<file path="src/rtl/rom_dl_sequencer.sv">
// rom_dl_sequencer: turns 32-bit loader words into big-endian byte writes on
// the shared ROM/PROM download bus (DLADDR/DLDATA/DLWR), address 0 upward,
// until TOTAL_BYTES bytes have been written.
//
// state     | meaning
// ----------+----------------------------------------------------------------
// S_IDLE    | after reset; bus quiet, READY=0, waiting for I_START
// S_WAIT_WORD | READY=1, waiting for a word from the bridge
// S_STROBE  | DLWR=1 with address/data stable, held WR_HOLD cycles
// S_GAP     | one DLWR=0 cycle; address counter advances at its end
// S_DONE    | image complete; words still accepted and dropped

module rom_dl_sequencer #(
  parameter int unsigned TOTAL_BYTES = 81920,
  parameter int unsigned WR_HOLD     = 2
) (
  input  logic        I_CLK,
  input  logic        I_RESET,
  input  logic        I_START,
  input  logic [31:0] I_WORD,
  input  logic        I_WORD_VALID,
  output logic        O_WORD_READY,
  output logic [16:0] O_DLADDR,
  output logic [7:0]  O_DLDATA,
  output logic        O_DLWR,
  output logic        O_BUSY,
  output logic        O_DONE
);

  // Address of the final byte; the counter is compared against this before
  // it would increment, so it never has to wrap past 0x1FFFF.
  localparam logic [16:0] LAST_ADDR = 17'(TOTAL_BYTES - 1);

  // Strobe timer is a down-counter loaded with WR_HOLD-1; terminal count 0
  // ends the strobe.
  localparam int unsigned  HW        = (WR_HOLD > 1) ? $clog2(WR_HOLD) : 1;
  localparam logic [HW-1:0] HOLD_LOAD = HW'(WR_HOLD - 1);

  typedef enum logic [2:0] {
    S_IDLE,
    S_WAIT_WORD,
    S_STROBE,
    S_GAP,
    S_DONE
  } state_t;

  state_t          state;
  logic [16:0]     addr_cnt;
  logic [31:0]     word_q;
  logic [1:0]      byte_idx;
  logic [HW-1:0]   hold_cnt;

  // Big-endian byte pick: index 0 is the most significant byte.
  function automatic logic [7:0] pick_byte(input logic [31:0] w,
                                           input logic [1:0]  idx);
    logic [7:0] b;
    case (idx)
      2'd0:    b = w[31:24];
      2'd1:    b = w[23:16];
      2'd2:    b = w[15:8];
      default: b = w[7:0];
    endcase
    return b;
  endfunction

  // Sequencer FSM; every output is a register updated here. I_START wins over
  // everything else, including a handshake in the same cycle, and drops any
  // word in flight.
  always_ff @(posedge I_CLK or posedge I_RESET) begin
    if (I_RESET) begin
      state        <= S_IDLE;
      addr_cnt     <= '0;
      word_q       <= '0;
      byte_idx     <= '0;
      hold_cnt     <= '0;
      O_WORD_READY <= 1'b0;
      O_DLADDR     <= '0;
      O_DLDATA     <= '0;
      O_DLWR       <= 1'b0;
      O_BUSY       <= 1'b0;
      O_DONE       <= 1'b0;
    end else if (I_START) begin
      state        <= S_WAIT_WORD;
      addr_cnt     <= '0;
      word_q       <= '0;
      byte_idx     <= '0;
      hold_cnt     <= '0;
      O_WORD_READY <= 1'b1;
      O_DLWR       <= 1'b0;
      O_BUSY       <= 1'b1;
      O_DONE       <= 1'b0;
    end else begin
      case (state)
        S_IDLE: begin
        end

        S_WAIT_WORD: begin
          if (I_WORD_VALID && O_WORD_READY) begin
            word_q       <= I_WORD;
            byte_idx     <= 2'd0;
            hold_cnt     <= HOLD_LOAD;
            O_WORD_READY <= 1'b0;
            O_DLWR       <= 1'b1;
            O_DLADDR     <= addr_cnt;
            O_DLDATA     <= I_WORD[31:24];
            state        <= S_STROBE;
          end
        end

        S_STROBE: begin
          if (hold_cnt == '0) begin
            O_DLWR <= 1'b0;
            state  <= S_GAP;
          end else begin
            hold_cnt <= hold_cnt - 1'b1;
          end
        end

        S_GAP: begin
          if (addr_cnt == LAST_ADDR) begin
            // Image complete; any unused bytes of the last word are dropped.
            O_BUSY       <= 1'b0;
            O_DONE       <= 1'b1;
            O_WORD_READY <= 1'b1;
            state        <= S_DONE;
          end else begin
            addr_cnt <= addr_cnt + 17'd1;
            if (byte_idx == 2'd3) begin
              O_WORD_READY <= 1'b1;
              state        <= S_WAIT_WORD;
            end else begin
              // Address and data change only together with the rising DLWR.
              byte_idx <= byte_idx + 2'd1;
              hold_cnt <= HOLD_LOAD;
              O_DLWR   <= 1'b1;
              O_DLADDR <= addr_cnt + 17'd1;
              O_DLDATA <= pick_byte(word_q, byte_idx + 2'd1);
              state    <= S_STROBE;
            end
          end
        end

        S_DONE: begin
          // READY stays high so the bridge drains; accepted words are ignored.
        end

        default: begin
          state <= S_IDLE;
        end
      endcase
    end
  end

endmodule

</file>
<file path="config.mk">
export PLATFORM = sky130hd
export DESIGN_NAME = rom_dl_sequencer
export DESIGN_NICKNAME = d
export VERILOG_FILES = /design/src/rtl/rom_dl_sequencer.sv
export SDC_FILE = /design/constraint.sdc
export NUM_CORES = 1
export LEC_CHECK = 0
export CORE_UTILIZATION = 54
export DETAILED_ROUTE_END_ITERATION = 10
export GPL_TIMING_DRIVEN = 0
export HOLD_SLACK_MARGIN = 0.15
export PLACE_DENSITY = 0.8
export SLEW_MARGIN = 40
export SYNTH_ARGS = -nofsm -noshare
export SYNTH_HDL_FRONTEND = slang
export SYNTH_SLANG_ARGS = --single-unit
export TNS_END_PERCENT = 100
</file>
<file path="constraint.sdc">
create_clock -name I_CLK -period 3.4 [get_ports I_CLK]
set_clock_uncertainty 0.2 [all_clocks]
set_input_delay 0.34 -clock I_CLK [delete_from_list [all_inputs] [get_ports I_CLK]]
set_output_delay 0.34 -clock I_CLK [all_outputs]
set_load 0.01 [all_outputs]
</file>
# After elaboration in Yosys (flattened, before gate mapping)
# Index checks and enable logic that the tools add are counted.
# word_totals
ff_bits	84
wordCells	99
out_inout_bits	29
in_bits	36
# op_classes
add_sub_neg	3
n_reduce_logical	20
n_mux	46
bitwise_logic	1
n_eq_ne	18
# ops
cell	n
$mux 17	6
$mux 32	3
$pmux 17 s2	1
$mux 8	3
$pmux 8 s3	1
$add 17x1->17 const B	1
$eq 17x17->1 const B	1
$mux 1	17
$pmux 8 s2	1
$mux 3	4
$ne 3x3->1 const B	4
$pmux 3 s4	1
$mux 2	5
$reduce_and 5->1	2
$reduce_bool 2->1	5
$ne 2x2->1 const B	4
$reduce_and 4->1	2
$eq 3x2->1 const B	2
$pmux 1 s3	2
$reduce_and 2->1	3
$reduce_and 3->1	2
$eq 2x2->1 const B	2
$ne 4x4->1 const B	1
$pmux 2 s2	1
other kinds (14)	14

# Longest topological paths before layout
# Gate-level depths: netlist of the first run.
# depth
ltp_word	6
mapped_depth	7
depth_no_buf	6

# Worst setup path after synthesis of the first run
# No wires, ideal clock.
# synth_timing
path_kind	register -> register
startpoint	register addr_cnt[0]
endpoint	register O_DLADDR[14]
path_buffers	1
setup_slack_ps	1449
arrival_time_ps	1615
period_less_slack_ps	1951
path_stages_with_launch	8
setup_time_ps	136
required_ps	3064
path_cell_list	dfrtp_1 > ha_1 > and4_1 > nand3_2 > o31ai_4 > buf_2 > nor2b_1 > a21oi_1
# synth_between
elab_chain_cells	4
word_cells_on_any_way	7
classes_between	add/sub (1); eq/ne (2); mux (3); reduce/logical (1)
# synth_rtl
item	line_no	source
from (decl)	48	logic [16:0] addr_cnt;
from (signal assigned)	127	addr_cnt <= addr_cnt + 17'd1;
$add 17x1->17	136	O_DLADDR <= addr_cnt + 17'd1;
$mux 17	128	if (byte_idx == 2'd3) begin
$mux 17	120	if (addr_cnt == LAST_ADDR) begin
$pmux 17 s2	93	case (state)
to (signal assigned)	104	O_DLADDR <= addr_cnt;
to (signal assigned)	136	
to (decl)	23	output logic [16:0] O_DLADDR,
# Several ways; a longest one is shown, not always the timed one. The select of a mux whose other input is x is not followed.
# A chain may end at the register's enable or synchronous reset.

# Worst setup path in the final report of the first run
# layout_timing
startpoint	register byte_idx[0]
endpoint	register O_DLADDR[1]
# layout_between
elab_chain_cells	3
# layout_rtl
item	line_no	source
from (decl)	50	logic [1:0] byte_idx;
from (signal assigned)	133	byte_idx <= byte_idx + 2'd1;
$eq 2x2->1	128	
$ne 2x2->1 (no line)	-	
$reduce_and 5->1 (no line)	-	
# Every way passes these cells.

==> results.md, run 1 <==
- Async set-reset flop share out of synthesis: 1.00
- Worst Path Class, Setup: flip-flop to flip-flop
- Switch share: 0.297
- Outcome: finished clean
- RSZ-0062 raised after global routing: no
- DRC viols: 0
- Clk pwr share: 0.298
- Area of the multi-input gates: approximately 1800 um^2
- Count of clock tree sinks: 84
- Distinct cells, synth: 44
- Gate Count Post-Synth: around 450
- R2R Setup Slk: about 1.1 ns
- Die width: between 80 and 90 um
- R2R Path End: O_DLADDR[1]
- Crit start category: flip-flop
- YS warnings: 0
- Buffers & Inverters on Critical Path: 1
- Fin util: 0.697
- CP arrival: 2.43 ns
- Number of buffers created by CTS: 9
- DRT Pass-1 Iters: 7
- Largest net degree at the start of global routing: 57
- Delay-heaviest family, CP: compound AO/OA/AOI/OAI gates
- Non-Filler Instances: approximately 630
- DP HPWL: 7090 um
- Max incr delay on CP: ~0.46 ns
- CP Max Fanout: 10
- Power Internal: 0.00165 W
- Final Hold Viols: 0
- First-pass GRT wire length: around 16000 um
- Initial antenna violation count: 0
- CTS root buffer: clkbuf_8
- Longest Clk Path Bufs: 2
- Vias in the first global route: 3416
- Slew headroom: 0.586
- CTS tree: done
- Seq pwr share: 0.489
- Initial Utilization: 0.562
- Net Sw Power: 0.000697 W
- Power Total: ~0.0023 W
- Maximum clock rate: 428 MHz
- DR WL/cell: 15.9 um
- Leak: around 2.1 nW
- Total of max-cap violations: 0
- Number of synthesized flops with an enable pin: 0
- CP required: around 3.5 ns
- Seq/Total Area, Yosys: 0.513
- HP Start: O_DLADDR[8]
- I/O Pins: 65
- Hold_ws: 0.285 ns
- Via-to-Cell Ratio: roughly 5.7
- GP Congestion: between 0.8 and 0.9
- Die height: 89.1 um
- Port buffer count: 64
- Fill count: between 600 and 700
- Seq cells post-synth: 84
- Crit end category: flip-flop
- Hold depth: 2
- Tcrit/Tclk final: 0.687
- DR iter-0 viols: ~240
- Clock period minus worst slack: 2.34 ns
- Routed via count: 3563
- Critical path cell sequence: ha_1 > nand2b_1 > a211oi_2 > o31ai_4 > buf_2 > a21oi_1 > a21o_1
- H-tree lvl count: 3
- WL final: between 9000 and 10000 um
- Antenna-violating nets left: 0
- Global route overflow: 0
- Reg2reg path depth: 7
- Syn_area_per_cell: ~9 um^2
- Area delta synth->final: 24.1%
- FF+latch area: between 2000 and 2500 um^2
- Hold Path End: O_DLADDR[8]
- GRT Overall Usage: 0.273
- Clock transition at path regs: roughly 0.08 ns
- Final net count: approximately 570
- Core ar.: about 7300 um^2
- Syn_nets: 488
- Antenna cells: 0
- Final-report max-slew violation count: 0
- Final Setup Violations: 0
- Peak VDD IR: approximately 270 uV
- Crit path max-delay cell type: a211oi_2
- Skew-Pair Late Insertion Delay: 0.35 ns
- HP Class: flip-flop to flip-flop
- Dominant synthesized flop cell: dfrtp_1
- Reg2reg start: byte_idx[0]
- Setup TNS: 0 ns
- Post-Syn Area: approximately 4100 um^2
- Num rows: 31
- Worst-margin pin slew: 0.621 ns
- Comb power frac: 0.213
- Fraction of layout cells with a size suffix above 1: 0.0683
- Die ar.: about 8000 um^2
- Placed Cells: 610
- Pwr per Cell Area: roughly 460 nW/um^2
flip-flops by register name (all words and copies together), names as in the netlist:
register	flops
word_q	32
O_DLADDR	17
addr_cnt	17
O_DLDATA	8
state	3
byte_idx	2
O_BUSY	1
O_DLWR	1
O_DONE	1
O_WORD_READY	1
hold_cnt	1
stage by stage:
stage               cell area, um^2  worst slack (ns)
floorplan                      4100             0.695
global placement               4860            -0.600
detailed placement             4890             0.971
CTS                            5090              1.12
global route                   5090             0.919
finish                         5090              1.06
power by group through the flow:
stage / registers (W) / clock network [W] / logic, W
after global routing: 0.00116 / 0.000742 / 0.000552
final: 0.00115 / 0.000699 / 0.000500
after CTS: 0.00115 / 0.000693 / 0.000500
after detailed placement: 0.00116 / 0 / 0.000496
after floorplan: 0.00117 / 0 / 0.000241
after global placement: 0.00116 / 0 / 0.000482
cells in the mapped netlist, types with 6 or more instances:
library cell / n / area [um^2]
dfrtp_1: 84 / 2100
clkbuf_1: 18 / 67.6
o31ai_1: 10 / 75.1
nor2_1: 20 / 75.1
mux2i_1: 8 / 80.1
a21oi_1: 43 / 215
buf_2: 8 / 40.0
a222oi_1: 8 / 80.1
nand4_1: 7 / 43.8
ha_1: 6 / 75.1
xnor2_1: 10 / 87.6
o21ai_0: 38 / 190
o211ai_1: 9 / 67.6
inv_1: 7 / 26.3
nand2_1: 108 / 405
metal layers:
| metal | part of all wire | up-vias | track usage |
|---|---|---|---|
| li1 | - | 1707 | - |
| met1 | 0.44 | 1718 | 0.366 |
| met2 | 0.49 | 116 | 0.438 |
| met3 | 0.051 | 22 | 0.0462 |
| met4 | 0.021 | 0 | 0.120 |
| met5 | 0 | - | 0 |
cell families after synthesis:
group / after synthesis / share of synthesized area
simple gates: 171 / 0.188
compound gates: 125 / 0.189
xor+xnor: 15 / 0.0321
buf+inv: 37 / 0.0394
mux: 8 / 0.0195
flops: 84 / 0.513
fa+ha+maj: 6 / 0.0183
placed cells by master (no fill, tap or decap), drive strengths merged, types with 6 or more instances in the layout:
cell           synthesis  layout
a21oi                 43      43
dfrtp                 84      84
inv                    7       7
o21ai                 41      41
nand2                108     108
ha                     6       6
mux2i                  8       8
clkbuf                19      29
xnor2                 10      10
buf                   11      12
nand3                  7       7
clkdlybuf4s50          0      64
nand4                  7       7
o211ai                 9       9
a222oi                 8       8
o31ai                 11      11
nor2                  20      20
final cells by class:
cell class                 count  area share
sequential                    84       0.413
multi-input combinational    325       0.361
timing repair buffer          66       0.133
buffer                        30      0.0266
clock buffer                  10      0.0251
tap                           99      0.0244
clock inverter                 5      0.0106
inverter                       7     0.00615
what timing repair did:
| item | CTS | global route |
|---|---|---|
| hold buffers | 1 | 0 |
| resized for setup | 0 | 0 |
| endpoints found under the hold margin | 28 | 0 |
| setup buffers | 0 | 0 |
worst register-to-register path: cells and delay by family, from the launching register on:
| kind | cells | cell delay, ns |
|---|---|---|
| compound gates | 4 | 0.91 |
| fa+ha+maj | 1 | 0.30 |
| buf+inv | 1 | 0.23 |
| flops | 1 | 0.45 |
| simple gates | 1 | 0.21 |
worst max path at each step:
stage                  from     endpoint  slack [ns]  cells after the start
6_report        byte_idx[0]  O_DLADDR[1]        1.06                      7
5_1_grt         addr_cnt[0]  addr_cnt[7]        0.92                      7
4_1_cts         byte_idx[0]  O_DLADDR[1]        1.12                      7
3_5_place_dp   I_WORD_VALID    word_q[4]        0.97                      7
3_3_place_gp        I_RESET     state[0]       -0.60                      2
2_1_floorplan       I_RESET       O_BUSY        0.69                      1
No activity file was read; power rests on OpenSTA's default activity.
==> inputs of run 2 (changes only) <==
Clock period 3.4 ns to 2.35 ns, I/O delays scaled along.
==> run 2 against run 1 <==
Net effect:
- sequential cell count is the same
- clock power grew 76%
- combinational power grew 48%
- die area is the same
- worst hold slack lost 0.070 ns
- critical endpoint is now O_DLWR
- largest cell class unchanged
==> results.md, run 2 (synthesis gave the netlist of run 1 again) <==
- Outcome: finished clean
- Port buffer count: 64 (unchanged)
- Pwr per Cell Area: 695 nW/um^2 (+51%)
- Final net count: 567 (+0.35%)
- Count of clock tree sinks: 84 (unchanged)
- Antenna cells: 0 (unchanged)
- Slew headroom: 0.586 (about the same)
- Worst-margin pin slew: 0.621 ns (-0.000493 ns)
- Largest net degree at the start of global routing: 27 (-53%)
- Maximum clock rate: 450 MHz (+5.2%)
- GRT Overall Usage: 0.272 (-0.000832)
- Total of max-cap violations: 0 (unchanged)
- Post-CTS setup buffers: 0 (unchanged)
- DR iter-0 viols: 218 (-9.5%)
- Dpl ws: -0.0170 ns (-0.988 ns)
- Worst Path Class, Setup: flip-flop to flip-flop
- Top reg by flops: word_q
- H-tree lvl count: 3 (unchanged)
- Crit end category: flip-flop
- Seq pwr share: 0.457 (-0.032)
- Post-route setup slack: 0.130 ns (-0.934 ns)
- Clock transition at path regs: 0.09 ns (about the same)
- Number of buffers created by CTS: 9 (unchanged)
- Comb power frac: 0.204 (-0.009)
- Most common cell after layout, fill and taps aside: nand2_1
- CP arrival: 2.24 ns (-0.19 ns)
- Max incr delay on CP: 0.42 ns (-0.04 ns)
- Via-to-Cell Ratio: 5.63 (-1.0%)
- Leak: 2.10 nW (+2.3%)
- Final Setup Violations: 0 (unchanged)
- Power Internal: 0.00261 W (+58%)
- Critical path cell sequence: ha_1 > and4_2 > nand3_2 > o31ai_4 > buf_2 > o21ai_0
- CP Max Fanout: 10 (unchanged)
- DRT Pass-1 Iters: 5 (-2)
- HP Class: input port to flip-flop
- R2R Setup Slk: 0.13 ns (-0.93 ns)
- Net Sw Power: 0.00101 W (+45%)
- Final Hold Viols: 0 (unchanged)
- Vias in the first global route: 3395 (-0.61%)
- Clock period minus worst slack: 2.22 ns (-0.116 ns)
- Largest regs: word_q: 32 flops, O_DLADDR: 17 flops, addr_cnt: 17 flops
- Switch share: 0.279 (-0.0178)
- Longest Clk Path Bufs: 2 (unchanged)
- DP HPWL: 7380 um (+4.1%)
- Clk pwr share: 0.339 (+0.041)
- Die ar.: 7940 um^2 (unchanged)
- Crit start category: flip-flop
- Hold_ws: 0.215 ns (-0.0698 ns)
- CTS tree: done
- Global route overflow: 0 (unchanged)
- Area delta synth->final: 27.2%
- I/O Pins: 65 (unchanged)
- Die height: 89.1 um (unchanged)
- Initial Utilization: 0.562 (unchanged)
- Power Total: 0.00362 W (+54%)
- Core ar.: 7290 um^2 (unchanged)
- Setup TNS: 0 ns (unchanged)
- DRC viols: 0 (unchanged)
- Skew-Pair Late Insertion Delay: 0.36 ns (about the same)
- RSZ-0062 raised after global routing: yes
- Routed via count: 3543 (-0.56%)
- Die width: 89.1 um (unchanged)
- Antenna-violating nets left: 0 (unchanged)
- Initial antenna violation count: 0 (unchanged)
- DR WL/cell: 15.8 um (-0.64%)
- CTS root buffer: clkbuf_8
- WL final: 9930 um (-0.16%)
- Tcrit/Tclk final: 0.945 (+0.258)
- Num rows: 31 (unchanged)
- Largest register FFs: 32 (unchanged)
- GP Congestion: 0.892 (+2.8%)
- Final-report max-slew violation count: 0 (unchanged)
- Crit path max-delay cell type: dfrtp_2
- Fraction of layout cells with a size suffix above 1: 0.0792 (+0.0109)
- CP required: 2.37 ns (-1.13 ns)
- Most frequent cells in the layout: nand2_1, dfrtp_1, clkdlybuf4s50_1, a21oi_1, o21ai_0
- First-pass GRT wire length: 16300 um (-0.17%)
- Peak VDD IR: 318 uV (+16%)
## run 2: layout make-up
type	count	area, um^2
clock buffer	12	165
buffer	30	138
tap	99	124
fill	601	2080
multi-input combinational	325	1850
clock inverter	4	77.6
inverter	7	30.0
timing repair buffer	68	726
sequential	84	2100
## run 2: metal layers
metal | up-vias | global-route usage | part of all wire
li1 | 1706 | - | -
met5 | - | 0 | 0
met3 | 18 | 0.0342 | 0.044
met4 | 0 | 0.107 | 0.019
met2 | 107 | 0.464 | 0.50
met1 | 1712 | 0.354 | 0.43
## run 2: worst paths after layout
check	cells after the start	start	end
max reg2reg	6	addr_cnt[0]	O_DLWR
min in group asynchronous	3	I_RESET	O_DONE
max in group asynchronous	5	I_RESET	O_DLADDR[11]
min reg2reg	1	O_DLADDR[1]	O_DLADDR[1]
max	6	addr_cnt[0]	O_DLWR
min	3	I_WORD[19]	word_q[19]
## run 2: timing repair
action,CTS,global route
hold endpoints to repair,18,0
hold buffers,1,0
resized for setup,0,6
endpoints found under the setup margin,0,34
## run 2: through the flow
| stage | utilization | std cells | area, um^2 |
|---|---|---|---|
| after global routing | 0.715 | 629 | 5210 |
| after detailed placement | 0.678 | 612 | 4940 |
| after global placement | 0.667 | 609 | 4870 |
| after CTS | 0.712 | 629 | 5190 |
| after floorplan | - | 446 | 4100 |
| final | 0.715 | 629 | 5210 |
## run 2: worst max-delay path: cells and delay by family (launching register included)
family / cells / cell delay [ns]
DFF: 1 / 0.42
buffers and inverters: 1 / 0.30
and+or+nand+nor: 2 / 0.50
adders and majority gates: 1 / 0.19
AOI/OAI and AO/OA: 2 / 0.46
## run 2: power by group through the flow
stage               Sequential (W)  Clock, W  Combinational (W)
floorplan                  0.00170         0           0.000349
global placement           0.00168         0           0.000697
detailed placement         0.00168         0           0.000732
CTS                        0.00165   0.00124           0.000734
global route               0.00167   0.00130           0.000816
finish                     0.00166   0.00123           0.000738
